`src/rtl/logic_pod_capture_pkg.sv`:
```
// rtl/logic_pod_capture_pkg.sv - shared types and constants for the logic pod capture sequencer
package logic_pod_capture_pkg;

  localparam int SAMPLES_PER_WORD = 8;
  localparam int TIMESTAMP_BITS   = 48;

  typedef enum logic [2:0] {
    IDLE  = 3'd0,
    FILL  = 3'd1,
    ARMED = 3'd2,
    POST  = 3'd3,
    DONE  = 3'd4
  } capture_state_t;

  typedef enum logic [1:0] {
    RISING  = 2'd0,
    FALLING = 2'd1,
    EITHER  = 2'd2,
    HIGH    = 2'd3
  } trig_mode_t;

endpackage

```
`src/rtl/logic_pod_edge_detect.sv`:
```
// rtl/logic_pod_edge_detect.sv - per-word trigger match with sub-word sample position
module logic_pod_edge_detect
  import logic_pod_capture_pkg::*;
(
  input  logic [SAMPLES_PER_WORD-1:0] word,
  input  logic                        prev_bit,
  input  trig_mode_t                  mode,
  output logic                        hit,
  output logic [2:0]                  phase
);

  logic [SAMPLES_PER_WORD-1:0] pred;
  logic [SAMPLES_PER_WORD-1:0] match;

  // Compare each sample with its predecessor; sample 0 leans on the previous word's newest sample
  always_comb begin
    pred = {word[SAMPLES_PER_WORD-2:0], prev_bit};
    case (mode)
      RISING:  match = word & ~pred;
      FALLING: match = ~word & pred;
      EITHER:  match = word ^ pred;
      default: match = word;
    endcase
    hit   = |match;
    phase = 3'd0;
    // Walk downwards so the oldest matching sample is the one that sticks
    for (int i = SAMPLES_PER_WORD - 1; i >= 0; i--) begin
      if (match[i]) phase = 3'(i);
    end
  end

endmodule

```
`src/rtl/logic_pod_capture_ctrl.sv`:
```
// rtl/logic_pod_capture_ctrl.sv - capture sequencer (optional macro LOGIC_POD_CAPTURE_TIMESTAMP_EN)
module logic_pod_capture_ctrl
  import logic_pod_capture_pkg::*;
#(
  parameter int NUM_CHANNELS = 8,
  parameter int ADDR_BITS    = 12
) (
  input  logic                                 clk_312p5mhz,
  input  logic                                 rst_n,
  input  logic                                 arm,
  input  logic                                 abort,
  input  logic                                 force_trig,
  input  logic [ADDR_BITS-1:0]                 cfg_pre_depth,
  input  logic [ADDR_BITS-1:0]                 cfg_post_depth,
  input  logic [7:0]                           cfg_trig_chan,
  input  logic [1:0]                           cfg_trig_mode,
  input  logic [NUM_CHANNELS*SAMPLES_PER_WORD-1:0] sample_data,
  output logic                                 buf_wr_en,
  output logic [ADDR_BITS-1:0]                 buf_wr_addr,
  output logic [NUM_CHANNELS*SAMPLES_PER_WORD-1:0] buf_wr_data,
  output logic                                 busy,
  output logic                                 triggered,
  output logic                                 done,
  output logic [ADDR_BITS-1:0]                 trig_addr,
  output logic [2:0]                           trig_phase
`ifdef LOGIC_POD_CAPTURE_TIMESTAMP_EN
  ,
  output logic [TIMESTAMP_BITS-1:0]            trig_timestamp,
  output logic [TIMESTAMP_BITS-1:0]            arm_timestamp
`endif
);

  capture_state_t state, state_nx;
  logic [NUM_CHANNELS*SAMPLES_PER_WORD-1:0] s1;
  logic [NUM_CHANNELS-1:0] prev_msb;
  logic [ADDR_BITS-1:0] wr_ptr, cnt, pre_eff, post_eff, post_lim, pre_eff_in;
  logic [7:0] chan_q;
  trig_mode_t mode_q;
  logic [SAMPLES_PER_WORD-1:0] sel_word;
  logic sel_prev, chan_ok, det_hit, hit, arm_go, trig_go;
  logic [2:0] det_phase, trig_phase_nx;

  // All-ones minus post depth is just its bitwise inverse, so the pre clamp needs no subtractor
  assign post_lim   = ~cfg_post_depth;
  assign pre_eff_in = (cfg_pre_depth < post_lim) ? cfg_pre_depth : post_lim;

  assign buf_wr_en   = (state == FILL) || (state == ARMED) || (state == POST);
  assign busy        = buf_wr_en;
  assign done        = (state == DONE);
  assign buf_wr_addr = wr_ptr;
  assign buf_wr_data = s1;
  assign chan_ok     = int'(chan_q) < NUM_CHANNELS;
  assign hit         = chan_ok && det_hit;

  // Pick the trigger channel's word and its carried-in newest sample
  always_comb begin
    sel_word = '0;
    sel_prev = 1'b0;
    for (int c = 0; c < NUM_CHANNELS; c++) begin
      if (chan_q == 8'(c)) begin
        sel_word = s1[c*SAMPLES_PER_WORD +: SAMPLES_PER_WORD];
        sel_prev = prev_msb[c];
      end
    end
  end

  logic_pod_edge_detect u_edge_detect (
    .word     (sel_word),
    .prev_bit (sel_prev),
    .mode     (mode_q),
    .hit      (det_hit),
    .phase    (det_phase)
  );

  // Sequencer next state plus arm/trigger acceptance strobes; abort overrides everything
  always_comb begin
    state_nx      = state;
    arm_go        = 1'b0;
    trig_go       = 1'b0;
    trig_phase_nx = 3'd0;
    if (abort) begin
      state_nx = IDLE;
    end else begin
      case (state)
        IDLE, DONE: begin
          if (arm) begin
            arm_go   = 1'b1;
            state_nx = (pre_eff_in == '0) ? ARMED : FILL;
          end
        end
        FILL: begin
          if (force_trig) begin
            trig_go  = 1'b1;
            state_nx = (post_eff == '0) ? DONE : POST;
          end else if (cnt == pre_eff - ADDR_BITS'(1)) begin
            state_nx = ARMED;
          end
        end
        ARMED: begin
          if (hit || force_trig) begin
            trig_go       = 1'b1;
            trig_phase_nx = hit ? det_phase : 3'd0;
            state_nx      = (post_eff == '0) ? DONE : POST;
          end
        end
        POST: begin
          if (cnt == post_eff - ADDR_BITS'(1)) state_nx = DONE;
        end
        default: state_nx = IDLE;
      endcase
    end
  end

  // State register
  always_ff @(posedge clk_312p5mhz or negedge rst_n) begin
    if (!rst_n) state <= IDLE;
    else        state <= state_nx;
  end

  // Sample pipeline; the newest-sample history runs regardless of state
  always_ff @(posedge clk_312p5mhz or negedge rst_n) begin
    if (!rst_n) begin
      s1       <= '0;
      prev_msb <= '0;
    end else begin
      s1 <= sample_data;
      for (int c = 0; c < NUM_CHANNELS; c++) begin
        prev_msb[c] <= s1[c*SAMPLES_PER_WORD + SAMPLES_PER_WORD - 1];
      end
    end
  end

  // Config latch, write pointer, phase counter and trigger record
  always_ff @(posedge clk_312p5mhz or negedge rst_n) begin
    if (!rst_n) begin
      wr_ptr     <= '0;
      cnt        <= '0;
      pre_eff    <= '0;
      post_eff   <= '0;
      chan_q     <= '0;
      mode_q     <= RISING;
      triggered  <= 1'b0;
      trig_addr  <= '0;
      trig_phase <= 3'd0;
    end else if (abort) begin
      triggered <= 1'b0;
    end else begin
      if (arm_go) begin
        triggered <= 1'b0;
        pre_eff   <= pre_eff_in;
        post_eff  <= cfg_post_depth;
        chan_q    <= cfg_trig_chan;
        mode_q    <= trig_mode_t'(cfg_trig_mode);
        wr_ptr    <= '0;
        cnt       <= '0;
      end else if (buf_wr_en) begin
        wr_ptr <= wr_ptr + ADDR_BITS'(1);
        cnt    <= (state_nx == state) ? cnt + ADDR_BITS'(1) : '0;
      end
      if (trig_go) begin
        triggered  <= 1'b1;
        trig_addr  <= wr_ptr;
        trig_phase <= trig_phase_nx;
      end
    end
  end

`ifdef LOGIC_POD_CAPTURE_TIMESTAMP_EN
  logic [TIMESTAMP_BITS-1:0] cycle_cnt;

  // Free-running cycle count, snapshotted at arm and at trigger
  always_ff @(posedge clk_312p5mhz or negedge rst_n) begin
    if (!rst_n) begin
      cycle_cnt      <= '0;
      trig_timestamp <= '0;
      arm_timestamp  <= '0;
    end else begin
      cycle_cnt <= cycle_cnt + TIMESTAMP_BITS'(1);
      if (arm_go)  arm_timestamp  <= cycle_cnt;
      if (trig_go) trig_timestamp <= cycle_cnt;
    end
  end
`endif

endmodule

```
`config.mk`:
```
export PLATFORM = sky130hd
export DESIGN_NAME = logic_pod_capture_ctrl
export DESIGN_NICKNAME = d
export VERILOG_FILES = /design/src/rtl/logic_pod_capture_pkg.sv /design/src/rtl/logic_pod_edge_detect.sv /design/src/rtl/logic_pod_capture_ctrl.sv
export SDC_FILE = /design/constraint.sdc
export NUM_CORES = 1
export LEC_CHECK = 0
export ABC_AREA = 1
export BUFFER_PORTS_ARGS = -buffer_cell sky130_fd_sc_hd__clkbuf_2
export CORE_MARGIN = 2
export CORE_UTILIZATION = 25
export DETAILED_ROUTE_END_ITERATION = 8
export GPL_ROUTABILITY_DRIVEN = 0
export SLEW_MARGIN = 10
export SYNTH_ARGS = -nofsm -noshare
export SYNTH_HDL_FRONTEND = slang
export SYNTH_SLANG_ARGS = --single-unit
```
`constraint.sdc`:
```
create_clock -name clk_312p5mhz -period 8.4 [get_ports clk_312p5mhz]
set_input_delay 1.68 -clock clk_312p5mhz [delete_from_list [all_inputs] [get_ports clk_312p5mhz]]
set_output_delay 1.68 -clock clk_312p5mhz [all_outputs]
set_load 0.02 [all_outputs]
```
==> qor.tcl <==
set qor(cellPowerDensity_mw_per_mm2) 239
set qor(drive_gt1_frac) 0.269
set qor(path_type_of_the_worst_min_delay_path) {reg -> reg}
set qor(drt_first_pass_iters) 5
set qor(critical_path.endpoint_type) {flop}
set qor(routed_wire_length_per_instance_um) 14.5
set qor(final_cell_area_sq_mm) 0.00979
set qor(holdWs_ns) 0.405
set qor(ys_top_cells_by_area) {sky130_fd_sc_hd__dfrtp_1 48%, sky130_fd_sc_hd__nand2_1 11%, sky130_fd_sc_hd__inv_1 4.5%}
set qor(syn_area_sq_mm) 0.00782
set qor(r2r_start) {chan_q[5]}
set qor(critPathKind) {in -> reg}
set qor(max_cap_viols) 0
set qor(synthesis.instances) 938
set qor(launching_element_type_of_the_critical_path) {primary input}
set qor(crit_path_dat_ns) 4.93
set qor(drc_errors) 0
set qor(setup_violations) 0
set qor(via_count) 6788
set qor(rsz_0062_raised_after_global_routing) {false}
set qor(synthesis.nets) 1067
set qor(placedInstanceArea_sq_mm) 0.00919
set qor(r2r_cells) 27
set qor(floorplan.core_area_sq_mm) 0.0307
set qor(detail_route.iter0.violations) 374
set qor(timing_worst_slew_pin_value_ns) 1.12
set qor(dp_hpwl_um) 17400
set qor(grt_overflow) 0
set qor(design.portCount) 198
set qor(hold_start) {buf_wr_data[39]}
set qor(cts_resized) 0
set qor(critical_path.startpoint) {arm}
set qor(synth_edf_count) 0
set qor(synth_largest_area_cell) {sky130_fd_sc_hd__dfrtp_1}
set qor(syn_area_per_cell_sq_um) 8.33
set qor(timing.critical_path.required_ns) 8.70
set qor(grt_pass1_vias) 6854
set qor(post_route_clock_skew_ns) 0.0101
set qor(clock_sinks) 149
set qor(final.period_utilization) 0.551
set qor(run_status) {finished clean}
set qor(synthToLayoutAreaGrowth_pct) 25.2
set qor(postRouteAntennaNets) 0
set qor(postCtsSetupBuffers) 0
set qor(chipHeight_um) 181
set qor(slew_violations) 0
set qor(totalWireLength_um) 22300
set qor(synth_cell_type_count) 47
set qor(slew-limit-headroom) 0.255
set qor(finalHoldViolCount) 0
set qor(clock_root_cell) {sky130_fd_sc_hd__clkbuf_16}
set qor(max_clock_buf_depth) 2
set qor(post_cts_hold_buffer_count) 0
set qor(max_freq_ghz) 0.216
set qor(synth_top_cell_area_share) 0.477
set qor(die_area_sq_mm) 0.0327
set qor(yosysSeqAreaShare) 0.477
set qor(synth-seq-cells) 149
set qor(ys_async_sr_fraction) 1.00
set qor(diode_count) 0
set qor(final_stage_net_count) 1260
set qor(port_buffers) 197
set qor(initial_antenna_violation_count) 0
set qor(setup_total_negative_slack_ns) 0
set qor(worst_skew_pair.late_latency_ns) 0.42
set qor(multi_input_comb_area_sq_mm) 0.00359
set qor(cts_buffers) 17
set qor(synth_ff_type) {sky130_fd_sc_hd__dfrtp_1}
set qor(groute.usage.overall) 0.139
set qor(grt_max_degree) 92
set qor(final-seq-area_sq_mm) 0.00373
set qor(clock_tree.htree_level_count) 4
set qor(synth-warning-count) 0
set qor(placement_rows) 64
set qor(final_period_minus_worst_setup_slack_ns) 4.63
set qor(first_pass_grt_wire_length_um) 36300
set qor(power.leakage_uw) 0.00488
set qor(drt-vias-per-instance) 4.41
set qor(power.ir.vdd_worst_uv) 131
set qor(die_x_extent_um) 181
set qor(final.fill_count) 3234
set qor(worstHoldPathCells) 0
set qor(worstPathMaxFanout) 41
set qor(path_clk_slew_ns) 0.07
set qor(initial_utilization) 0.255
set qor(tritoncts_clock_tree) {yes}
[Yosys cell counts, types with 15 or more instances]
cell	number
sky130_fd_sc_hd__nand2_1	233
sky130_fd_sc_hd__dfrtp_1	149
sky130_fd_sc_hd__inv_1	93
sky130_fd_sc_hd__nor2_1	75
sky130_fd_sc_hd__nand3_1	59
sky130_fd_sc_hd__o21ai_0	58
sky130_fd_sc_hd__a21oi_1	26
sky130_fd_sc_hd__ha_1	26
sky130_fd_sc_hd__nand2_2	24
sky130_fd_sc_hd__nor3_1	23
sky130_fd_sc_hd__xor2_1	22
sky130_fd_sc_hd__clkbuf_1	17
sky130_fd_sc_hd__nand4_1	17
sky130_fd_sc_hd__nor2_2	15
[layout make-up]
type,count,share of cell area
clock buffers,17,0.0435
clock inverters,15,0.0176
inverters,100,0.0387
well taps,396,0.0506
multi-input cells,665,0.366
repair buffers,198,0.102
flip-flops and latches,149,0.381
[flip-flops by register name, summed over array words and instances, names as in the netlist]
register     count
post_eff        12
trig_phase       3
buf_wr_data     64
pre_eff         12
chan_q           8
trig_addr       12
triggered        1
mode_q           2
prev_msb         8
cnt             12
state            3
buf_wr_addr     12
[stage by stage]
stage               setup slack (ns)   util  cells  total power, uW
finish                          3.77  0.319   1540             2340
detailed placement              3.26  0.300   1508             1570
global placement                3.32  0.300   1508             1560
global route                    3.32  0.319   1540             2510
CTS                             3.70  0.319   1540             2380
floorplan                       4.48      -    938             1370
[metal layers]
metal | wire [um] | part of all wire | global-route usage
met1 | 9410 | 0.42 | 0.166
met2 | 11100 | 0.50 | 0.246
met3 | 1340 | 0.060 | 0.0351
met4 | 432 | 0.019 | 0.0426
met5 | 0 | 0 | 0
[placed cells by master (no fill, tap or decap), drive strengths merged, types with 3 or more instances in the layout]
| cell | Yosys | final |
|---|---|---|
| o31ai | 3 | 3 |
| mux2 | 3 | 3 |
| nand4 | 20 | 20 |
| xnor2 | 11 | 11 |
| ha | 26 | 26 |
| o21ai | 68 | 68 |
| nor3 | 28 | 28 |
| clkbuf | 17 | 213 |
| xor2 | 22 | 22 |
| inv | 98 | 104 |
| clkinv | 2 | 9 |
| dfrtp | 149 | 149 |
| nor3b | 4 | 4 |
| a31oi | 3 | 3 |
| o211ai | 8 | 8 |
| nand3 | 71 | 71 |
| a21oi | 26 | 26 |
| nand2 | 259 | 259 |
| or2 | 6 | 6 |
| nor2 | 94 | 94 |
[worst max-delay path, cell delays in order]
cell	delay, ns
sky130_fd_sc_hd__clkbuf_2	0.12
sky130_fd_sc_hd__nand2_1	0.12
sky130_fd_sc_hd__nor2_4	0.74
sky130_fd_sc_hd__inv_1	0.79
sky130_fd_sc_hd__nand2_1	0.38
sky130_fd_sc_hd__nand3_1	0.13
sky130_fd_sc_hd__nor2_1	0.13
sky130_fd_sc_hd__inv_1	0.05
sky130_fd_sc_hd__nor2_1	0.15
sky130_fd_sc_hd__nand3_1	0.11
sky130_fd_sc_hd__nor3_1	0.20
sky130_fd_sc_hd__nand2_1	0.10
sky130_fd_sc_hd__o21ai_0	0.15
sky130_fd_sc_hd__a21oi_1	0.06
[logic make-up (layout without fill, tap and decap cells)]
logic type | Yosys count | count (layout) | synth area share
compound gates | 117 | 117 | 0.0827
xor+xnor | 33 | 33 | 0.0370
fa+ha+maj | 26 | 26 | 0.0416
buf+inv | 124 | 330 | 0.0651
flops | 149 | 149 | 0.477
mux | 3 | 3 | 0.00432
simple gates | 486 | 486 | 0.292
[power by group]
group | internal [uW] | switching (uW)
clock | 448 | 339
sequential | 805 | 91.5
combinational | 230 | 427
total | 1480 | 858
[worst paths after layout]
| check | endpoint | slack [ns] |
|---|---|---|
| max | buf_wr_addr[11] | 3.77 |
| min | prev_msb[4] | 0.40 |
| max reg2reg | cnt[1] | 4.39 |
| min reg2reg | prev_msb[4] | 0.40 |
| max in group asynchronous | buf_wr_data[27] | 5.78 |
| min in group asynchronous | pre_eff[7] | 1.34 |
(Power assumes the default switching activity.)
